`config.mk`:
```
export PLATFORM = sky130hd
export DESIGN_NAME = denotation
export DESIGN_NICKNAME = d
export VERILOG_FILES = /design/src/rtl/denotation_pkg.sv /design/src/rtl/denotation_digit_mac.sv /design/src/rtl/denotation.sv
export SDC_FILE = /design/constraint.sdc
export NUM_CORES = 1
export LEC_CHECK = 0
export CAP_MARGIN = 5
export CELL_PAD_IN_SITES_DETAIL_PLACEMENT = 0
export CELL_PAD_IN_SITES_GLOBAL_PLACEMENT = 1
export CORE_MARGIN = 2
export CORE_UTILIZATION = 40
export DETAILED_ROUTE_END_ITERATION = 6
export DONT_BUFFER_PORTS = 1
export PLACE_DENSITY_LB_ADDON = 0.1
export SYNTH_ARGS = -nofsm -noshare
export SYNTH_HDL_FRONTEND = slang
export SYNTH_SLANG_ARGS = --single-unit
```
`constraint.sdc`:
```
create_clock -name clk -period 3.35 [get_ports clk]
set_input_delay 0.67 -clock clk [delete_from_list [all_inputs] [get_ports clk]]
set_output_delay 0.67 -clock clk [all_outputs]
set_load 0.005 [all_outputs]
```
`src/rtl/denotation_pkg.sv`:
```
// Shared definitions for the notation/denotation radix converters.
// FSM state encodings, ceiling-log2 and counter-width helpers.
`timescale 1ns/1ps
package denotation_pkg;

  typedef enum logic [1:0] {
    ST_IDLE    = 2'd0,
    ST_CONVERT = 2'd1,
    ST_DONE    = 2'd2
  } state_e;

  function automatic int unsigned clog2(input int unsigned value);
    int unsigned res;
    res = 0;
    for (int i = 0; i < 32; i++) begin
      if ((64'(1) << i) < 64'(value)) res = unsigned'(i + 1);
    end
    return res;
  endfunction

  // Digit counter needs at least one bit even for single-digit conversions
  function automatic int unsigned cnt_width(input int unsigned n);
    return (n > 1) ? clog2(n) : 1;
  endfunction

endpackage

```
`src/rtl/denotation_digit_mac.sv`:
```
// Combinational Horner step: sum = acc*BASE + digit, wrapped to BIT_DEPTH bits.
// With DENOTATION_OVERFLOW_EN the product is kept wide and a carry-out is produced.
`timescale 1ns/1ps
module denotation_digit_mac
  import denotation_pkg::*;
#(
  parameter int unsigned BIT_DEPTH = 8,
  parameter int unsigned BASE      = 10
) (
  input  logic [BIT_DEPTH-1:0] acc,
  input  logic [BIT_DEPTH-1:0] digit,
  output logic [BIT_DEPTH-1:0] sum
`ifdef DENOTATION_OVERFLOW_EN
  ,output logic                carry
`endif
);

`ifdef DENOTATION_OVERFLOW_EN
  localparam int unsigned PROD_W = BIT_DEPTH + clog2(BASE) + 1;

  logic [PROD_W-1:0] full;

  // Wide enough that (2^D-1)*BASE + (2^D-1) never wraps
  assign full  = PROD_W'(acc) * PROD_W'(BASE) + PROD_W'(digit);
  assign sum   = full[BIT_DEPTH-1:0];
  assign carry = |full[PROD_W-1:BIT_DEPTH];
`else
  assign sum = acc * BIT_DEPTH'(BASE) + digit;
`endif

endmodule

```
`src/rtl/denotation.sv`:
```
// Rebuilds a binary number from NUM_DIGITS base-BASE digits, MSD first, one digit per clock.
// Optional sticky overflow flag enabled by defining DENOTATION_OVERFLOW_EN.
`timescale 1ns/1ps
module denotation
  import denotation_pkg::*;
#(
  parameter int unsigned BIT_DEPTH  = 8,
  parameter int unsigned NUM_DIGITS = 3,
  parameter int unsigned BASE       = 10
) (
  input  logic                            clk,
  input  logic                            reset,
  input  logic                            start,
  input  logic [NUM_DIGITS*BIT_DEPTH-1:0] digits,
  output logic [BIT_DEPTH-1:0]            number,
  output logic                            busy,
  output logic                            conversion_done,
  output logic                            digit_error
`ifdef DENOTATION_OVERFLOW_EN
  ,output logic                           overflow
`endif
);

  localparam int unsigned DIG_W = NUM_DIGITS * BIT_DEPTH;
  localparam int unsigned CNT_W = cnt_width(NUM_DIGITS);
  localparam int unsigned CMP_W = BIT_DEPTH + 1;

  state_e               state_q, state_d;
  logic [DIG_W-1:0]     shift_q, shift_d;
  logic [BIT_DEPTH-1:0] acc_q, acc_d;
  logic [CNT_W-1:0]     cnt_q, cnt_d;
  logic [BIT_DEPTH-1:0] number_d;
  logic                 busy_d, done_d, err_d;
  logic [BIT_DEPTH-1:0] cur_digit, mac_sum;

  assign cur_digit = shift_q[DIG_W-1 -: BIT_DEPTH];

`ifdef DENOTATION_OVERFLOW_EN
  logic mac_carry;
  logic ovf_d;

  denotation_digit_mac #(.BIT_DEPTH(BIT_DEPTH), .BASE(BASE)) u_mac (
    .acc   (acc_q),
    .digit (cur_digit),
    .sum   (mac_sum),
    .carry (mac_carry)
  );
`else
  denotation_digit_mac #(.BIT_DEPTH(BIT_DEPTH), .BASE(BASE)) u_mac (
    .acc   (acc_q),
    .digit (cur_digit),
    .sum   (mac_sum)
  );
`endif

  always_ff @(posedge clk or posedge reset) begin
    if (reset) begin
      state_q         <= ST_IDLE;
      shift_q         <= '0;
      acc_q           <= '0;
      cnt_q           <= '0;
      number          <= '0;
      busy            <= 1'b0;
      conversion_done <= 1'b0;
      digit_error     <= 1'b0;
`ifdef DENOTATION_OVERFLOW_EN
      overflow        <= 1'b0;
`endif
    end else begin
      state_q         <= state_d;
      shift_q         <= shift_d;
      acc_q           <= acc_d;
      cnt_q           <= cnt_d;
      number          <= number_d;
      busy            <= busy_d;
      conversion_done <= done_d;
      digit_error     <= err_d;
`ifdef DENOTATION_OVERFLOW_EN
      overflow        <= ovf_d;
`endif
    end
  end

  // Next-state and next-output logic; busy/done are registered copies of the next state
  always_comb begin
    state_d  = state_q;
    shift_d  = shift_q;
    acc_d    = acc_q;
    cnt_d    = cnt_q;
    number_d = number;
    busy_d   = busy;
    done_d   = conversion_done;
    err_d    = digit_error;
`ifdef DENOTATION_OVERFLOW_EN
    ovf_d    = overflow;
`endif

    case (state_q)
      ST_IDLE, ST_DONE: begin
        if (start) begin
          shift_d = digits;
          acc_d   = '0;
          cnt_d   = '0;
          err_d   = 1'b0;
`ifdef DENOTATION_OVERFLOW_EN
          ovf_d   = 1'b0;
`endif
          state_d = ST_CONVERT;
          busy_d  = 1'b1;
          done_d  = 1'b0;
        end
      end
      ST_CONVERT: begin
        acc_d   = mac_sum;
        shift_d = shift_q << BIT_DEPTH;
        cnt_d   = cnt_q + CNT_W'(1);
        if (CMP_W'(cur_digit) >= CMP_W'(BASE)) err_d = 1'b1;
`ifdef DENOTATION_OVERFLOW_EN
        if (mac_carry) ovf_d = 1'b1;
`endif
        if (cnt_q == CNT_W'(NUM_DIGITS - 1)) begin
          number_d = mac_sum;
          state_d  = ST_DONE;
          busy_d   = 1'b0;
          done_d   = 1'b1;
        end
      end
      default: state_d = ST_IDLE;
    endcase
  end

endmodule

```
# [Word-level counts from Yosys, hierarchy flattened]
# Cells that the tools add are included.
[word_totals] wordCells=43 ff_bits=47 output_inout_bits=11
[op_classes] n_addsub=2 muxes=17 n_mul=1 n_eq_ne=6 order_cmp=1 n_reduce_logical=8
[op_table] operator="one-hot mux 24 bit (2 select lines)" count=1
[op_table] operator="two-way mux 24 bit" count=1
[op_table] operator="one-hot mux 8 bit (2 select lines)" count=1
[op_table] operator="adder 8 bit" count=1
[op_table] operator="greater-or-equal comparator 8 x 4 -> 1 bit, second input constant" count=1
[op_table] operator="multiplier 8 x 3 -> 7 bit, second input constant" count=1
[op_table] operator="two-way mux 8 bit" count=1
[op_table] operator="one-hot mux 2 bit (2 select lines)" count=2
[op_table] operator="two-way mux 2 bit" count=3
[op_table] operator="inequality test 2 bit, second input constant" count=3
[op_table] operator="one-hot mux 1 bit (2 select lines)" count=3
[op_table] operator="AND reduction 2 bit" count=3
[op_table] operator="AND reduction 3 bit" count=2
[op_table] operator="two-way mux 1 bit" count=5
[op_table] operator="== test 2 bit, second input constant" count=2
[op_table] operator="adder 2 x 1 -> 2 bit, second input constant" count=1
[op_table] operator="== test 2 x 1 -> 1 bit, second input constant" count=1
[op_table] operator="logical NOT 2 bit" count=1
[op_table] operator="nonzero test 2 bit" count=1
[op_table] operator="OR reduction 2 bit" count=1

# [Longest topological paths before layout]
# Gate-level depths: netlist of the first run.
[depth] ltp_word=4 mapped_depth=9 depth_no_buf=9

# [Hierarchy]
# From an unflattened synthesis of the first run, not the netlist that was laid out.
[unflattened] cells_unflattened=220 area_unflattened_um2=2347.3
[modules_own_cells] mod="denotation" cells_each=175 instances=1 area_each_um2=1935.6
[modules_own_cells] mod="denotation_digit_mac" cells_each=45 instances=1 area_each_um2=411.6

# [Least setup slack after synthesis of the first run]
# OpenSTA, ideal clock, no wires.
[synth_path] path_type="reg2reg" from="register acc_q[1]" to="register number[6]" setup_time_ns=0.068 stages_incl_launch_ff=9 slack_ns=0.990 synth_period_minus_slack_ns=2.360 arrival_ns=2.291 path_cell_list="dfrtp_1 -> ha_1 -> ha_1 -> fa_1 -> xor2_1 -> ha_1 -> nand2b_1 -> or3_1 -> nand3_1"
[synth_via] elab_chain_cells=2
[synth_lines] element="start, declared" line="denotation.sv:30" rtl="logic [BIT_DEPTH-1:0] acc_q, acc_d;"
[synth_lines] element="start signal, assigned" line="denotation.sv:60" rtl="acc_q <= '0;"
[synth_lines] element="start signal, assigned" line="denotation.sv:72" rtl="acc_q <= acc_d;"
[synth_lines] element="multiplier 8 x 3 -> 7 bit" line="denotation_digit_mac.sv:28" rtl="assign sum = acc * BIT_DEPTH'(BASE) + digit;"
[synth_lines] element="adder 8 bit" line="denotation_digit_mac.sv:28"
[synth_lines] element="end signal, assigned" line="denotation.sv:74" rtl="number <= number_d;"
[synth_lines] element="end, declared" line="denotation.sv:15" rtl="output logic [BIT_DEPTH-1:0] number,"
# No other way between the ends.
# A chain may end at the register's enable or synchronous reset.

# [Final worst setup path of the first run]
# Ends and elaborated chain as after synthesis.

==> summary.txt, run 1 <==
Timing
  – Clock Skew: 0.00504 ns
  – Max Slew Vio Count: 0
  – Tmin final: 2.51 ns
  – Post-Route Setup TNS: 0 ns
  – Slew headroom: 35.5%
  – Fin crit share: 74.8%
  – Slew @ Worst Pin: 0.966 ns
  – Finish-stage setup viols: 0
  – Setup ws final: 0.844 ns
  – RSZ-0062 raised after global routing: false
  – Final Hold Viols: 0
  – F_max: 0.399 GHz

Yosys
  – Top FF cell, synth: dfrtp_1
  – Sequential area share after synthesis: 49.9%
  – Post-synth top area cell: dfrtp_1
  – Avg Cell Area, Syn: 10.4 um^2
  – Syn Nets: 264
  – Most instantiated cells after synthesis: dfrtp_1, nand2_1, nor2_1
  – Top cells by area, synth: dfrtp_1, ha_1, nand2_1
  – Distinct cells, synth: 35
  – Post-synthesis register bit count: 46
  – Post-synth EDFFs: 0
  – Fraction of registers with async set/reset: 100%
  – Mapped cell area: 2300 um^2
  – Share of the synthesized area in the top cell type: 49.9%
  – Most common cell in the netlist: dfrtp_1
  – YS warnings: 0
  – Syn Inst Count: 221

Layout
  – Share of layout cells above drive strength 1: 9.17%
  – Register area: 1150 um^2
  – Area of the multi-input gates: 1080 um^2
  – Syn-to-layout area delta: 6.51%
  – Post-route cell area: 2450 um^2
  – Number of fill cells in the layout: 563
  – Nets: 261
  – Post-Layout Cell Count: 290
  – Antenna Cells: 0

Detailed routing
  – Routed len/inst: 15.7 um
  – DRC viols: 0
  – Routed Antenna Nets: 0
  – Routed via count: 1562
  – Initial detailed-routing violation count: 34
  – Vias per inst: 5.39
  – Drt total wl: 4.56 mm
  – Pre-antenna DRT Iters: 4

GRT
  – Pin count of the biggest net entering global routing: 47
  – Gr usage total: 16.0%
  – Grt total ovfl: 0
  – Initial antenna violation count: 0
  – Vias in the first global route: 1650
  – First-pass GRT wire length: 7.94 mm

Worst setup path
  – Crit. Startpoint: acc_q[1]
  – Startpoint Class: register
  – Critical R2R Capture: number[6]
  – RR Startpoint: acc_q[1]
  – CP endpoint kind: register
  – Critical path fanouts, max: 5
  – Req. time, crit path: 3.58 ns
  – Reg2Reg Depth: 8
  – WS Path Type: reg2reg
  – Critical path arrival: 2.73 ns
  – R2R Setup Slk: 0.84 ns

Place
  – Post-DP Area: 2340 um^2
  – DP Worst Slack: 0.868 ns
  – Port bufs: 0
  – Post-Place Cells: 283
  – HPWL Detailed: 3.18 mm
  – Routability-driven placement congestion ratio: 0.836

Die
  – Die Ht: 79.9 um
  – DIE WIDTH: 79.9 um
  – Initial Utilization: 41.6%
  – # rows: 27
  – Core Box Area: 5540 um^2
  – I/O pin count: 38
  – Die area: 6380 um^2

Outcome
  – Outcome: finished clean

Clock network
  – CTS tree: yes
  – Clock Latency Late Sink: 0.29 ns
  – Clock transition at path regs: 0.09 ns
  – CTS Buf Count: 5
  – Clock sink total: 46
  – Cts hold-fix bufs: 0
  – H-tree lvl count: 2
  – Root buffer cell: clkbuf_8
  – Deepest clock path buffer count: 2
  – Post-CTS Resized: 0
  – Post-CTS Setup Repair Bufs: 0

Power and ir drop
  – Worst IR Drop VDD: 0.000413 V
  – PD cells: 1310 nW/um^2
  – Leakage Power: 1.17 nW

Job
  – Max-cap viol count: 0

Min path
  – Min-delay worst type: in2async
## layer usage
layer | vias up | wire length, um | global-route usage, %
met3 | 6 | 207 | 3.96
met4 | 0 | 61 | 3.73
met2 | 34 | 2080 | 25.7
li1 | 762 | - | -
met1 | 760 | 2210 | 21.8
met5 | - | 0 | 0
## stage by stage
stage | power, W | hold slack (ns) | util (%)
6_report | 0.00321 | 0.470 | 44.3
2_1_floorplan | 0.00247 | 0.451 | -
5_1_grt | 0.00355 | 0.499 | 44.3
4_1_cts | 0.00326 | 0.499 | 44.3
3_3_place_gp | 0.00279 | 0.467 | 42.3
3_5_place_dp | 0.00282 | 0.479 | 42.3
## sequential cells by signal, summed over array words and instances (netlist names)
register,flops
shift_q,24
digit_error,1
conversion_done,1
busy,1
state_q,2
cnt_q,2
acc_q,7
number,8
## logic make-up (layout without fill, tap and decap cells)
family | count (synthesis) | in the layout | share of synthesized area [%]
DFF | 46 | 46 | 49.9
adders and majority gates | 16 | 16 | 9.34
AOI/OAI and AO/OA | 50 | 50 | 15.3
muxes | 6 | 6 | 3.42
and+or+nand+nor | 80 | 80 | 15.3
buffers and inverters | 14 | 11 | 3.37
xor gates and xnor gates | 9 | 9 | 3.42
## layout make-up
class                      instances  share of cell area (%)
clock buffer                       6                    3.36
clock inverter                     1                    1.22
inverter                           2                   0.306
multi-input combinational        161                    43.9
sequential                        46                    46.9
tap                               72                    3.67
timing repair buffer               2                   0.612
## worst max-delay path by stage
stage / endpoint / slack [ns] / cells after the start
after floorplan: number[6] / 0.99 / 8
after detailed placement: number[6] / 0.87 / 8
after global routing: acc_q[6] / 0.67 / 9
after global placement: number[6] / 0.91 / 8
after CTS: number[6] / 0.84 / 8
final: number[6] / 0.84 / 8
## layout by cell type (no fill, tap or decap), types with 5 or more instances in the layout
master    count
a31oi_1      16
a21o_1        5
a21oi_1       5
o21ai_0       5
nand2b_1      5
dfrtp_1      46
ha_1         14
xnor2_1       6
nor2_1       19
clkbuf_8      6
a22o_1       14
nand2_1      43
## worst max-delay path, stage by stage (launching register included)
cell	delay [ns]
dfrtp_1	0.44
ha_1	0.31
ha_1	0.23
fa_1	0.39
xor2_1	0.15
ha_1	0.33
nand2b_1	0.17
or3_1	0.35
nand3_1	0.08
## where the power goes
group          internal, W  total, W  leakage (nW)  switching, W
registers         0.000839   0.00104         0.560      0.000203
clock network     0.000239  0.000423        0.0573      0.000184
logic             0.000790   0.00174         0.549      0.000953
total              0.00187   0.00321          1.17       0.00134
(Power assumes the default switching activity.)
==> run 2: changes to the inputs <==
==> constraint.sdc (replaced) <==
create_clock -name clk -period 2.2 [get_ports clk]
set_input_delay 0.44 -clock clk [delete_from_list [all_inputs] [get_ports clk]]
set_output_delay 0.44 -clock clk [all_outputs]
set_load 0.005 [all_outputs]
==> run 2 against run 1 <==
  * Global-route usage rose by 1.0 points
  * Utilization rose by 2.1 points
  * Flip-flop and latch count did not move
  * Via count rose by 3.8%
  * Worst setup slack got worse by 1.0 ns
  * The run now ends with setup timing left
  * Clock skew rose by 0.0029 ns
  * Critical endpoint is now acc_q[6]
  * Largest power group unchanged
  * Wire length rose by 9.1%
  * Cell count rose by 4.1%
  * Sequential share of layout area fell by 2.1 points
  * Register-to-register slack got worse by 1.0 ns
==> summary.txt, run 2 (synthesis gave the netlist of run 1 again) <==
Worst setup path
  – CP top delay family: adder cells
  – R2R Setup Slk: -0.20 ns (-1.05 ns)
  – Startpoint Class: register
  – Crit-path cells: ha_1 -> ha_2 -> fa_2 -> xor2_1 -> ha_1 -> nand2b_1 -> nor3_2 -> a221oi_1 -> nand3_1
  – CP endpoint kind: register
  – Req. time, crit path: 2.37 ns (-1.21 ns)
  – Critical path arrival: 2.57 ns (-0.16 ns)
  – Critical path fanouts, max: 5 (unchanged)
  – CP max stage delay: 0.39 ns (-0.05 ns)
  – Worst Path Buf+Inv: 0 (unchanged)
  – WS Path Type: reg2reg
  – Most frequent cell on the critical path: ha_1
  – Critical path's slowest cell: dfrtp_1

Detailed routing
  – Vias per inst: 5.37 (-0.28%)
  – DRC viols: 0 (unchanged)
  – Routed via count: 1622 (+3.8%)
  – Drt total wl: 4.97 mm (+9.1%)
  – Routed Antenna Nets: 0 (unchanged)
  – Initial detailed-routing violation count: 74 (+120%)
  – Routed len/inst: 16.5 um (+4.8%)
  – Pre-antenna DRT Iters: 4 (unchanged)

Job
  – Max-cap viol count: 0 (unchanged)

Timing
  – Clock Skew: 0.00798 ns (+0.00294 ns)
  – Final Hold Viols: 0 (unchanged)
  – Finish-stage setup viols: 3 (+3)
  – Fin crit share: 109% (+34 points)
  – RSZ-0062 raised after global routing: true
  – Slew @ Worst Pin: 0.788 ns (-0.178 ns)
  – Post-Route Setup TNS: -0.447 ns (-0.447 ns)
  – F_max: 0.416 GHz (+4.3%)
  – Max Slew Vio Count: 0 (unchanged)
  – Tmin final: 2.40 ns (-0.103 ns)
  – Slew headroom: 47.5% (+12 points)
  – Setup ws final: -0.203 ns (-1.05 ns)

Layout
  – Share of layout cells above drive strength 1: 16.5% (+7.3 points)
  – Max FFs per register: 24 (unchanged)
  – Nets: 272 (+4.2%)
  – Post-route cell area: 2570 um^2 (+4.8%)
  – Biggest regs: shift_q x24, number x8, acc_q x7
  – Leading cell type in the layout, fill and taps excluded: dfrtp_1
  – Antenna Cells: 0 (unchanged)
  – Largest Register: shift_q
  – Syn-to-layout area delta: 11.6%
  – Post-Layout Cell Count: 302 (+4.1%)
  – Fin util: 46.4% (+2.1 points)
  – Commonest cells after routing, fill and taps aside: dfrtp_1, nand2_1, nor2_1

Min path
  – Min-delay worst type: in2async

Place
  – HPWL Detailed: 3.65 mm (+15%)
  – Routability-driven placement congestion ratio: 0.855 (+2.2%)
  – Port bufs: 0 (unchanged)
  – Post-Place Cells: 292 (+3.2%)
  – Post-DP Area: 2430 um^2 (+4.0%)

Power and ir drop
  – Worst IR Drop VDD: 0.000801 V (+94%)
  – Leakage Power: 1.22 nW (+4.6%)
  – PD cells: 2040 nW/um^2 (+56%)

Clock network
  – Root buffer cell: clkbuf_8
  – CTS tree: yes
  – Clock Latency Late Sink: 0.29 ns (about the same)
  – CTS Buf Count: 5 (unchanged)
  – Clock transition at path regs: 0.09 ns (about the same)
  – H-tree lvl count: 2 (unchanged)
  – Deepest clock path buffer count: 2 (unchanged)
  – Clock sink total: 46 (unchanged)

Die
  – Die area: 6380 um^2 (unchanged)
  – I/O pin count: 38 (unchanged)
  – Die Ht: 79.9 um (unchanged)
  – # rows: 27 (unchanged)
  – Core Box Area: 5540 um^2 (unchanged)
  – Initial Utilization: 41.6% (unchanged)
  – DIE WIDTH: 79.9 um (unchanged)

Outcome
  – Outcome: finished, violations left
  – Failing checks: setup timing

GRT
  – Grt total ovfl: 0 (unchanged)
  – Gr usage total: 17.0% (+1.0 points)
  – First-pass GRT wire length: 8.38 mm (+5.6%)
  – Vias in the first global route: 1724 (+4.5%)
  – Initial antenna violation count: 0 (unchanged)
  – Pin count of the biggest net entering global routing: 34 (-28%)
run 2: path summary, 6_finish.rpt:
kind | start | endpoint | depth (start not counted)
max | acc_q[1] | acc_q[6] | 9
min in group clk | digits[5] | shift_q[5] | 1
max in group asynchronous | reset | acc_q[6] | 2
max reg2reg | acc_q[1] | acc_q[6] | 9
min reg2reg | cnt_q[1] | cnt_q[1] | 2
min | reset | busy | 1
run 2: report_power, final:
part | total (W) | internal (W) | switching, W
sequential | 0.00159 | 0.00128 | 0.000312
combinational | 0.00309 | 0.00148 | 0.00161
clock | 0.000569 | 0.000288 | 0.000281
run 2: timing repair:
action                     CTS  global route
buffers inserted             1             1
hold buffers                 0             0
resized for setup            1             2
hold endpoints to repair     0             0
pin swaps                    3             1
setup endpoints to repair    3             4
run 2: cell type report:
type / count / area (um^2)
flip-flops and latches: 46 / 1150
clock buffers: 7 / 96.3
clock inverters: 1 / 8.76
inverters: 2 / 7.51
multi-input cells: 161 / 1120
repair buffers: 13 / 97.6
well taps: 72 / 90.1
fillers: 552 / 2970
run 2: per-layer routing:
| metal | vias up | track usage, % | wire length [um] |
|---|---|---|---|
| met5 | - | 0 | 0 |
| met4 | 0 | 3.73 | 45 |
| met3 | 6 | 4.07 | 162 |
| met2 | 20 | 28.1 | 2400 |
| met1 | 816 | 22.7 | 2360 |
| li1 | 780 | - | - |
run 2: per-stage QoR:
stage,setup WS (ns),hold slack [ns],power [W]
floorplan,-0.0731,0.451,0.00392
global placement,-0.0877,0.467,0.00455
detailed placement,-0.146,0.479,0.00463
CTS,-0.143,0.154,0.00524
global route,-0.263,0.172,0.00573
finish,-0.203,0.130,0.00525
==> run 3: changes to the inputs <==
--- a/config.mk
+++ b/config.mk
@@ -9,10 +9,11 @@
 export CELL_PAD_IN_SITES_DETAIL_PLACEMENT = 0
 export CELL_PAD_IN_SITES_GLOBAL_PLACEMENT = 1
 export CORE_MARGIN = 2
-export CORE_UTILIZATION = 40
+export CORE_UTILIZATION = 44
 export DETAILED_ROUTE_END_ITERATION = 6
 export DONT_BUFFER_PORTS = 1
 export PLACE_DENSITY_LB_ADDON = 0.1
 export SYNTH_ARGS = -nofsm -noshare
 export SYNTH_HDL_FRONTEND = slang
 export SYNTH_SLANG_ARGS = --single-unit
+export TNS_END_PERCENT = 10
==> run 3 against run 2 <==
  * The flow still finishes with violations (setup timing)
  * Worst setup slack gained 0.044 ns
  * Critical path depth is the same
  * Global-route usage grew 0.19 points
  * Via count shrank 2.8%
  * Flip-flop and latch count is the same
  * Non-clock buffer count shrank 1
  * Highest routed layer unchanged
  * First-iteration DRC count grew 24%
  * Register-to-register slack gained 0.04 ns
  * Utilization grew 4.4 points
  * Clock-buffer cell count is the same
  * Cell count shrank 0.99%
==> summary.txt, run 3 (synthesis gave the netlist of run 1 again) <==
Die
  – I/O pin count: 38 (unchanged)
  – Core Box Area: 5070 um^2 (-8.4%)
  – Die area: 5830 um^2 (-8.6%)
  – # rows: 26 (-3.7%)
  – Die Ht: 76.4 um (-4.4%)
  – Initial Utilization: 45.4% (+3.8 points)
  – DIE WIDTH: 76.4 um (-4.4%)

Timing
  – F_max: 0.424 GHz (+1.9%)
  – Finish-stage setup viols: 5 (+2)
  – Hold_ws: 0.166 ns (+0.0359 ns)
  – Setup ws final: -0.160 ns (+0.0437 ns)
  – RSZ-0062 raised after global routing: true
  – Max Slew Vio Count: 0 (unchanged)
  – Tmin final: 2.36 ns (-0.0437 ns)
  – Slew @ Worst Pin: 0.745 ns (-0.0433 ns)
  – Fin crit share: 107% (-2.0 points)
  – Slew headroom: 50.4% (+2.9 points)
  – Clock Skew: 0.0114 ns (+0.00344 ns)
  – Final Hold Viols: 0 (unchanged)

Detailed routing
  – Pre-antenna DRT Iters: 4 (unchanged)
  – DRC viols: 0 (unchanged)
  – Routed via count: 1576 (-2.8%)
  – Drt total wl: 4.65 mm (-6.4%)
  – Routed len/inst: 15.6 um (-5.5%)
  – Vias per inst: 5.27 (-1.9%)
  – Initial detailed-routing violation count: 92 (+24%)
  – Routed Antenna Nets: 0 (unchanged)

Outcome
  – Outcome: finished, violations left
  – Failing checks: setup timing

Min path
  – Min-delay worst type: in2async

Clock network
  – Deepest clock path buffer count: 2 (unchanged)
  – Clock sink total: 46 (unchanged)
  – Clock Latency Late Sink: 0.30 ns (about the same)
  – Clock transition at path regs: 0.09 ns (about the same)
  – CTS Buf Count: 5 (unchanged)
  – Root buffer cell: clkbuf_8
  – Cts hold-fix bufs: 0 (unchanged)
  – CTS tree: yes
  – H-tree lvl count: 2 (unchanged)

Worst setup path
  – CP endpoint kind: register
  – Critical path's slowest cell: dfrtp_1
  – Most frequent cell on the critical path: ha_4
  – R2R Setup Slk: -0.16 ns (+0.04 ns)
  – Critical path arrival: 2.54 ns (-0.03 ns)
  – Crit-path cells: ha_4 -> ha_4 -> fa_2 -> xor2_1 -> ha_1 -> nor2b_1 -> and3_1 -> a211oi_2 -> nand3_1
  – WS Path Type: reg2reg
  – Critical path fanouts, max: 5 (unchanged)
  – CP top delay family: adder cells
  – CP max stage delay: 0.42 ns (+0.03 ns)
  – Req. time, crit path: 2.38 ns (about the same)
  – Startpoint Class: register
  – Worst Path Buf+Inv: 0 (unchanged)

Place
  – HPWL Detailed: 3.32 mm (-9.0%)
  – Routability-driven placement congestion ratio: 0.788 (-7.9%)
  – Port bufs: 0 (unchanged)

GRT
  – Gr usage total: 17.2% (+0.19 points)
  – Vias in the first global route: 1643 (-4.7%)
  – Grt total ovfl: 0 (unchanged)
  – Initial antenna violation count: 0 (unchanged)
  – Pin count of the biggest net entering global routing: 47 (+38%)
  – First-pass GRT wire length: 8.14 mm (-2.9%)

Layout
  – Share of layout cells above drive strength 1: 17.0% (+0.51 points)
  – Antenna Cells: 0 (unchanged)
  – Commonest cells after routing, fill and taps aside: dfrtp_1, nand2_1, nor2_1
  – Largest Register: shift_q
  – Nets: 271 (-0.37%)
  – Biggest regs: shift_q x24, number x8, acc_q x7
  – Leading cell type in the layout, fill and taps excluded: dfrtp_1
  – Syn-to-layout area delta: 11.9%
  – Max FFs per register: 24 (unchanged)
  – Number of fill cells in the layout: 482 (-13%)

Job
  – Max-cap viol count: 0 (unchanged)
## run 3: changes by cell type in the layout (fill, tap and decap cells not counted), sizes merged
cell	before	now
clkinv	1	0
buf	13	12
inv	2	3
## run 3: per-stage QoR
step	area [um^2]	instances	TNS, ns	util [%]	setup WS (ns)
floorplan	2330	221	-0.134	-	-0.0735
global placement	2430	290	-0.271	47.9	-0.0793
detailed placement	2430	290	-0.518	47.9	-0.149
CTS	2530	298	-0.563	50.0	-0.152
global route	2580	299	-0.876	50.8	-0.221
finish	2580	299	-0.552	50.8	-0.160
## run 3: worst paths after layout
kind                             from     endpoint  depth (start not counted)
setup reg to reg             acc_q[1]    number[6]                          9
setup / recovery             acc_q[1]    number[6]                          9
hold / removal                  reset  shift_q[17]                          2
max in group asynchronous       reset    number[2]                          2
hold reg to reg            state_q[1]   state_q[1]                          2
min in group clk            digits[0]   shift_q[0]                          1
## run 3: timing repair
item,CTS,global route
resized for setup,1,5
pin swaps,1,6
endpoints found under the setup margin,5,5
buffers inserted,0,1
## run 3: cell type report
cell class | count | area [um^2] | area share (%)
clock buffers | 7 | 86.3 | 3.35
multi-input cells | 161 | 1150 | 44.5
repair buffers | 12 | 90.1 | 3.49
clock inverters | 1 | 8.76 | 0.339
inverters | 2 | 7.51 | 0.291
flip-flops and latches | 46 | 1150 | 44.6
well taps | 70 | 87.6 | 3.39
## run 3: routing by layer
metal	part of all wire (%)	GRT usage (%)	routed length, um	vias to the layer above
met5	0	0	0	-
met4	0.95	3.82	44	0
met3	3.7	4.03	170	5
met2	48	27.5	2220	23
met1	48	23.9	2220	767
li1	-	-	-	781
Power of run 3 is not shown: default switching activity piles up to over one toggle a cycle in this logic, so the estimate is an artifact.
